[src/rtl/serv_debug_host.sv]
// Host-side debug entry for SERV: requests debug mode, deserializes the PC
// the core streams out LSB-first, and holds it until the debugger resumes.
module serv_debug_host #(
    parameter int TIMEOUT_W      = 8,
    parameter     RESET_STRATEGY = "MINI"
) (
    input  logic        i_clk,
    input  logic        i_rst,
    input  logic        i_halt_req,
    input  logic        i_resume,
    output logic        o_halted,
    output logic [31:0] o_pc,
    output logic        o_busy,
    output logic        o_timeout,
    output logic        o_abort,
    output logic        o_debug_interrupt,
    input  logic        i_debug,
    input  logic        i_debug_we,
    input  logic        i_debug_dat
);

    localparam logic [2:0] S_IDLE    = 3'd0;
    localparam logic [2:0] S_REQ     = 3'd1;
    localparam logic [2:0] S_CAPTURE = 3'd2;
    localparam logic [2:0] S_HALTED  = 3'd3;
    localparam logic [2:0] S_RELEASE = 3'd4;

    localparam logic [TIMEOUT_W-1:0] TMO_ONE  = {{(TIMEOUT_W-1){1'b0}}, 1'b1};
    // Last REQ cycle before the counter would reach all-ones.
    localparam logic [TIMEOUT_W-1:0] TMO_LAST = {{(TIMEOUT_W-1){1'b1}}, 1'b0};
    localparam bit RST_DATA = (RESET_STRATEGY != "NONE");

    logic [2:0]           state_q, state_d;
    logic [4:0]           cnt_q, cnt_d;
    logic [TIMEOUT_W-1:0] tmo_q, tmo_d;
    logic [31:0]          shreg_q;
    logic [31:0]          pc_q;
    logic                 shift_s, load_s;
    logic                 timeout_d, abort_d;
    logic                 dbg_int_q, halted_q, busy_q, timeout_q, abort_q;

    // Next-state, counter and pulse decode.
    always_comb begin
        state_d   = state_q;
        cnt_d     = cnt_q;
        tmo_d     = tmo_q;
        shift_s   = 1'b0;
        load_s    = 1'b0;
        timeout_d = 1'b0;
        abort_d   = 1'b0;
        case (state_q)
            S_IDLE: begin
                if (i_halt_req) begin
                    state_d = S_REQ;
                    cnt_d   = 5'd0;
                    tmo_d   = {TIMEOUT_W{1'b0}};
                end else begin
                    state_d = S_IDLE;
                end
            end
            S_REQ: begin
                tmo_d = tmo_q + TMO_ONE;
                // A strobe on the final cycle beats the timeout.
                if (i_debug_we) begin
                    shift_s = 1'b1;
                    cnt_d   = 5'd1;
                    state_d = S_CAPTURE;
                end else if (tmo_q == TMO_LAST) begin
                    timeout_d = 1'b1;
                    state_d   = S_IDLE;
                end else begin
                    state_d = S_REQ;
                end
            end
            S_CAPTURE: begin
                if (i_debug_we) begin
                    shift_s = 1'b1;
                    cnt_d   = cnt_q + 5'd1;
                    if (cnt_q == 5'd31) begin
                        load_s  = 1'b1;
                        state_d = S_HALTED;
                    end else begin
                        state_d = S_CAPTURE;
                    end
                end else if (!i_debug) begin
                    abort_d = 1'b1;
                    state_d = S_IDLE;
                end else begin
                    state_d = S_CAPTURE;
                end
            end
            S_HALTED: begin
                if (i_resume) begin
                    state_d = S_RELEASE;
                end else begin
                    state_d = S_HALTED;
                end
            end
            S_RELEASE: state_d = S_IDLE;
            default:   state_d = S_IDLE;
        endcase
    end

    // Control state and registered status outputs, decoded from next state.
    always_ff @(posedge i_clk) begin
        if (i_rst) begin
            state_q   <= S_IDLE;
            cnt_q     <= 5'd0;
            tmo_q     <= {TIMEOUT_W{1'b0}};
            dbg_int_q <= 1'b0;
            halted_q  <= 1'b0;
            busy_q    <= 1'b0;
            timeout_q <= 1'b0;
            abort_q   <= 1'b0;
        end else begin
            state_q   <= state_d;
            cnt_q     <= cnt_d;
            tmo_q     <= tmo_d;
            dbg_int_q <= (state_d == S_REQ) || (state_d == S_HALTED);
            halted_q  <= (state_d == S_HALTED);
            busy_q    <= (state_d == S_REQ) || (state_d == S_CAPTURE);
            timeout_q <= timeout_d;
            abort_q   <= abort_d;
        end
    end

    // Serial PC shift register and captured PC.
    always_ff @(posedge i_clk) begin
        if (i_rst && RST_DATA) begin
            shreg_q <= 32'd0;
            pc_q    <= 32'd0;
        end else begin
            if (shift_s && !i_rst) begin
                shreg_q <= {i_debug_dat, shreg_q[31:1]};
            end
            if (load_s && !i_rst) begin
                pc_q <= {i_debug_dat, shreg_q[31:1]};
            end
        end
    end

    assign o_halted          = halted_q;
    assign o_pc              = pc_q;
    assign o_busy            = busy_q;
    assign o_timeout         = timeout_q;
    assign o_abort           = abort_q;
    assign o_debug_interrupt = dbg_int_q;

endmodule

[config.mk]
export PLATFORM = sky130hd
export DESIGN_NAME = serv_debug_host
export DESIGN_NICKNAME = d
export VERILOG_FILES = /design/src/rtl/serv_debug_host.sv
export SDC_FILE = /design/constraint.sdc
export NUM_CORES = 1
export LEC_CHECK = 0
export BUFFER_PORTS_ARGS = -buffer_cell sky130_fd_sc_hd__buf_4
export CAP_MARGIN = 10
export CORE_MARGIN = 1.5
export CORE_UTILIZATION = 45
export CTS_BUF_LIST = sky130_fd_sc_hd__clkbuf_4 sky130_fd_sc_hd__clkbuf_8 sky130_fd_sc_hd__clkbuf_16
export DETAILED_ROUTE_END_ITERATION = 12
export MAX_ROUTING_LAYER = met4
export PLACE_DENSITY = 0.67
export SKIP_CTS_REPAIR_TIMING = 1
export SLEW_MARGIN = 10
export SYNTH_ARGS = -nofsm -noshare
export SYNTH_HDL_FRONTEND = slang
export SYNTH_SLANG_ARGS = --single-unit
export TNS_END_PERCENT = 1
[constraint.sdc]
create_clock -name i_clk -period 1.6 [get_ports i_clk]
set_input_delay 0.08 -clock i_clk [delete_from_list [all_inputs] [get_ports i_clk]]
set_output_delay 0.08 -clock i_clk [all_outputs]
set_load 0.1 [all_outputs]
# Yosys cells after proc, flatten, opt, wreduce, memory -nomap -nowiden
# Index checks and enable logic that the tools add are counted.
[totals]
elab_cells = 59
register_bits = 85
out_inout_bits = 37
in_bits = 7
[op_classes]
n_eq_ne = 11
bitwise = 2
mux = 21
addsub = 2
reduce_logical = 13
[ops]
columns = ["op", "count"]
rows = [
  ["one-hot mux 8 bit (2 select lines)", 1],
  ["2-to-1 mux 5 bit", 3],
  ["one-hot mux 5 bit (3 select lines)", 1],
  ["equality test 3 x 2 -> 1 bit (second input constant)", 4],
  ["one-hot mux 3 bit (4 select lines)", 1],
  ["2-to-1 mux 1 bit", 10],
  ["adder 8 x 1 -> 8 bit (second input constant)", 1],
  ["equality test 8 bit (second input constant)", 1],
  ["2-to-1 mux 8 bit", 1],
  ["equality test 3 x 1 -> 1 bit (second input constant)", 2],
  ["2-to-1 mux 3 bit", 2],
  ["inequality test 2 bit (second input constant)", 3],
  ["OR reduction 3 bit", 2],
  ["adder 5 x 1 -> 5 bit (second input constant)", 1],
  ["equality test 5 bit (second input constant)", 1],
  ["2-to-1 mux 2 bit", 2],
  ["AND reduction 4 bit", 1],
  ["logical NOT 3 bit", 1],
  ["nonzero test 3 bit", 1],
  ["logical AND 1 bit", 2],
  ["logical OR 1 bit", 2],
  ["inverter 1 bit", 2],
  ["AND reduction 2 bit", 1],
  ["nonzero test 2 bit", 1],
  ["2 further kinds", 2],
]

# Longest topological paths before layout
[logic_depth]
word_depth = 6
depth_mapped = 8
depth_no_buf = 7

# Worst setup path before layout
# No wires, ideal clock.
[synth_timing]
path_type = "register to register"
start = "register cnt_q[0]"
end = "register pc_q[26], in the netlist o_pc[26]"
arrival_ps = 1504
path_slack_ps = 26
stages_incl_launch_ff = 8
t_required_ps = 1530
period_less_slack_ps = 1574
path_cell_list = "dfxtp_1 -> ha_1 -> and3_1 -> ha_1 -> nand2_2 -> buf_1 -> nand2_1 -> a21oi_1"
[synth_via]
elab_chain_len = 5
[synth_rtl]
columns = ["item", "line", "source"]
rows = [
  ["from (decl)", "34", "logic [4:0] cnt_q, cnt_d;"],
  ["from (signal assigned)", "117", "cnt_q <= cnt_d;"],
  ["equality test 5 bit", "79", "if (cnt_q == 5'd31) begin"],
  ["2-to-1 mux 1 bit", "79", ""],
  ["2-to-1 mux 1 bit", "76", "if (i_debug_we) begin"],
  ["2-to-1 mux 1 bit", "51", "case (state_q)"],
  ["logical AND 1 bit", "136", "if (load_s && !i_rst) begin"],
  ["to (signal assigned)", "137", "pc_q <= {i_debug_dat, shreg_q[31:1]};"],
  ["to (decl)", "37", "logic [31:0] pc_q;"],
]
# Every way passes these cells.
# A chain may end at the register's enable or synchronous reset.

# Worst setup path in the final report
[layout_timing]
start = "register state_q[0]"
end = "register tmo_q[7]"
[layout_via]
elab_chain_len = 3
[layout_rtl]
columns = ["item", "line", "source"]
rows = [
  ["from (decl)", "33", "logic [2:0] state_q, state_d;"],
  ["from (signal assigned)", "116", "state_q <= state_d;"],
  ["equality test 3 x 1 -> 1 bit / logical NOT 3 bit (equally long branches)", "51", ""],
  ["nonzero test 2 bit (no line) / inequality test 2 bit (equally long branches)", "--", ""],
  ["AND reduction 2 bit (no line)", "--", ""],
  ["to (signal assigned)", "109", "tmo_q <= {TIMEOUT_W{1'b0}};"],
  ["to (signal assigned)", "118", "tmo_q <= tmo_d;"],
  ["to (decl)", "35", "logic [TIMEOUT_W-1:0] tmo_q, tmo_d;"],
]
# Several ways; a longest one is shown, not always the timed one.

==> impl_metrics.yaml <==
grt:
  grt_max_degree: 59
  grt_pass1_vias: 2464
  grt_pass1_wl_mm: 11.1
  grt_usage: 0.192
  grt_overflow: 0
  antenna_found_initial: 0
clock_network:
  cts_max_path_buffers: 2
  cts_tree: "yes"
  clkTransAtPathRegs_ns: 0.08
  clk_latency_ns: 0.34
  htreeDepth: 3
  numCtsBuffers: 9
  cts_sinks: 84
  root_buffer: "clkbuf_8"
cells_and_area:
  antenna_cells: 0
  n_fill_cell: 624
  num-nets-final: 466
  syn_to_final_growth_pct: 28.1
  drive_above_1_share: 0.211
  final_area_um2: 4140
timing:
  max_clock_freq_mhz: 641
  rsz0062_at_grt: "yes"
  setup_viol: 0
  fin_tns_setup_ns: 0
  fin_crit_sh: 0.975
  fin_worst_skew_ns: 0.00817
  period_minus_slack_ns: 1.56
  tightest_slew_ns: 0.591
  slew_violations: 0
  hold_viol: 0
  slew_headroom: 0.606
floorplanning:
  ios: 44
  dieArea_um2: 7710
  dieWidth_um: 87.8
  core_area_um2: 6870
  rows: 30
  start_util: 0.471
  die_h_um: 87.8
drt:
  wl_mm: 6.87
  drt_iter0_drc: 117
  vias_per_cell: 5.03
  final_antenna_net_count: 0
  num_vias: 2794
  drc: 0
  routedWlPerCell_um: 12.4
  drt-pass1-iter-count: 4
placed_design:
  dp_hpwl_mm: 4.38
  postPlaceCellArea_um2: 3780
  io_buffers: 43
  gp_congestion: 0.764
synthesis:
  yosys_warnings: 0
  synth_cell_types: 40
  synth_fp_nets: 414
  yosysSeqAreaShare: 0.520
  syn_inst: 403
  synth_area_per_cell_um2: 8.03
  synth_seq_cells: 84
  synth_largest_area_cell: "dfxtp_1"
  synth.area.top_cells: "dfxtp_1 (52%), nand2_1 (16%), a21oi_1 (11%)"
  synth_top_area_frac: 0.520
  syn_area_um2: 3230
setup_path:
  cp_data_required_time_ns: 1.88
  crit_path_start_kind: "flop"
  worstPathMaxFanout: 8
  critPathKind: "reg2reg"
  end_kind: "flop"
  cp.arrival_ns: 1.85
pwr:
  finalPower_mw: 4.30
  leakage_nw: 1.54
  vdd_drop_max_v: 0.000519
  power.density_nw_per_um2: 1040
job:
  maxCapViolCount: 0
outcome:
  run_status: "complete, no violations"
hold_path:
  hold_class: "in2reg"
[state kept, by name, indices dropped and copies added (netlist names)]
| signal | flops |
|---|---|
| tmo_q | 8 |
| o_timeout | 1 |
| o_abort | 1 |
| o_busy | 1 |
| o_halted | 1 |
| state_q | 3 |
| o_debug_interrupt | 1 |
| shreg_q | 31 |
| o_pc | 32 |
| cnt_q | 5 |
[cells in the mapped netlist]
| master | number |
|---|---|
| nor3_1 | 3 |
| and2_1 | 2 |
| o21ba_1 | 1 |
| mux2_2 | 2 |
| o31ai_1 | 1 |
| nor4b_1 | 3 |
| mux2i_1 | 2 |
| nand2_1 | 137 |
| nor4_1 | 3 |
| ha_1 | 4 |
| buf_2 | 15 |
| nand3b_1 | 1 |
| and3_1 | 1 |
| nand2_2 | 1 |
| o211ai_1 | 1 |
| a21boi_1 | 2 |
| inv_1 | 4 |
| nand3_1 | 6 |
| or4b_1 | 1 |
| or3_1 | 1 |
| and4_1 | 1 |
| a311oi_1 | 2 |
| nor2_1 | 10 |
| nand4_1 | 2 |
| o21a_1 | 4 |
| and4bb_2 | 1 |
| o21ai_0 | 3 |
| or4_1 | 1 |
| dfxtp_1 | 84 |
| a21o_1 | 1 |
| mux2_1 | 1 |
| a21oi_1 | 73 |
| nand2b_1 | 4 |
| buf_1 | 2 |
| o21ai_1 | 4 |
| a41oi_1 | 1 |
| a31oi_1 | 4 |
| nor3b_1 | 2 |
| or3b_1 | 1 |
| clkbuf_1 | 11 |
[layout by cell type (no fill, tap or decap), types with 3 or more instances in the layout]
cell type	synthesis	final
o21ai_0	3	3
bufinv_16	0	3
buf_12	0	5
o21ai_1	4	4
nand2_1	137	137
clkbuf_8	0	11
o21a_1	4	4
dfxtp_1	84	82
buf_4	0	62
a21oi_1	73	72
inv_1	4	4
a31oi_1	4	4
nor3_1	3	3
nand3_1	6	6
ha_1	4	3
nor2_1	10	9
nand2b_1	4	4
[layout make-up]
type / count / area [µm²] / share of cell area
Tap cell: 96 / 120 / 0.0290
Clock buffer: 11 / 151 / 0.0365
Sequential cell: 84 / 1690 / 0.408
Multi-Input combinational cell: 287 / 1480 / 0.356
Inverter: 4 / 15.0 / 0.00362
Timing Repair Buffer: 69 / 586 / 0.141
Clock inverter: 5 / 106 / 0.0257
[per-layer routing]
layer / vias to the layer above / part of all wire / GRT usage
met5: - / 0 / -
li1: 1454 / - / -
met3: 6 / 0.041 / 0.0462
met2: 51 / 0.49 / 0.298
met1: 1283 / 0.46 / 0.240
met4: 0 / 0.013 / 0.0736
[per-stage QoR]
| step | std cells | worst slack (ns) | util | hold slack (ns) |
|---|---|---|---|---|
| 6_report | 556 | 0.0393 | 0.603 | 0.0248 |
| 2_1_floorplan | 403 | 0.0257 | - | 0.156 |
| 4_1_cts | 551 | -0.0612 | 0.587 | -0.116 |
| 5_1_grt | 556 | -0.0196 | 0.603 | 0.0162 |
| 3_3_place_gp | 535 | 0.0397 | 0.550 | 0.252 |
| 3_5_place_dp | 535 | -0.0390 | 0.550 | 0.256 |
[kinds of logic after synthesis]
family,share of synthesized area
mux,0.0166
flops,0.520
buf+inv,0.0429
simple gates,0.241
compound gates,0.164
fa+ha+maj,0.0155
[worst paths after layout]
path / startpoint / end / slack (ns) / cells after the start
max reg2reg: state_q[0] / tmo_q[7] / 0.04 / 4
max: state_q[0] / tmo_q[7] / 0.04 / 4
min: i_resume / state_q[2] / 0.02 / 3
min reg2reg: o_pc[5] / o_pc[5] / 0.46 / 2
[power by group]
group,leakage (nW),switching (mW),internal [mW]
Combinational,0.733,0.193,0.108
Clock,0.126,0.753,1.13
Sequential,0.679,0.0137,2.10
[worst max-delay path: stages (launching register included)]
cell and delay [ns]:
dfxtp_4 0.39, or3b_4 0.41, nor4_4 0.30, mux2_4 0.34
nor2_4 0.07
(Power assumes the default switching activity.)
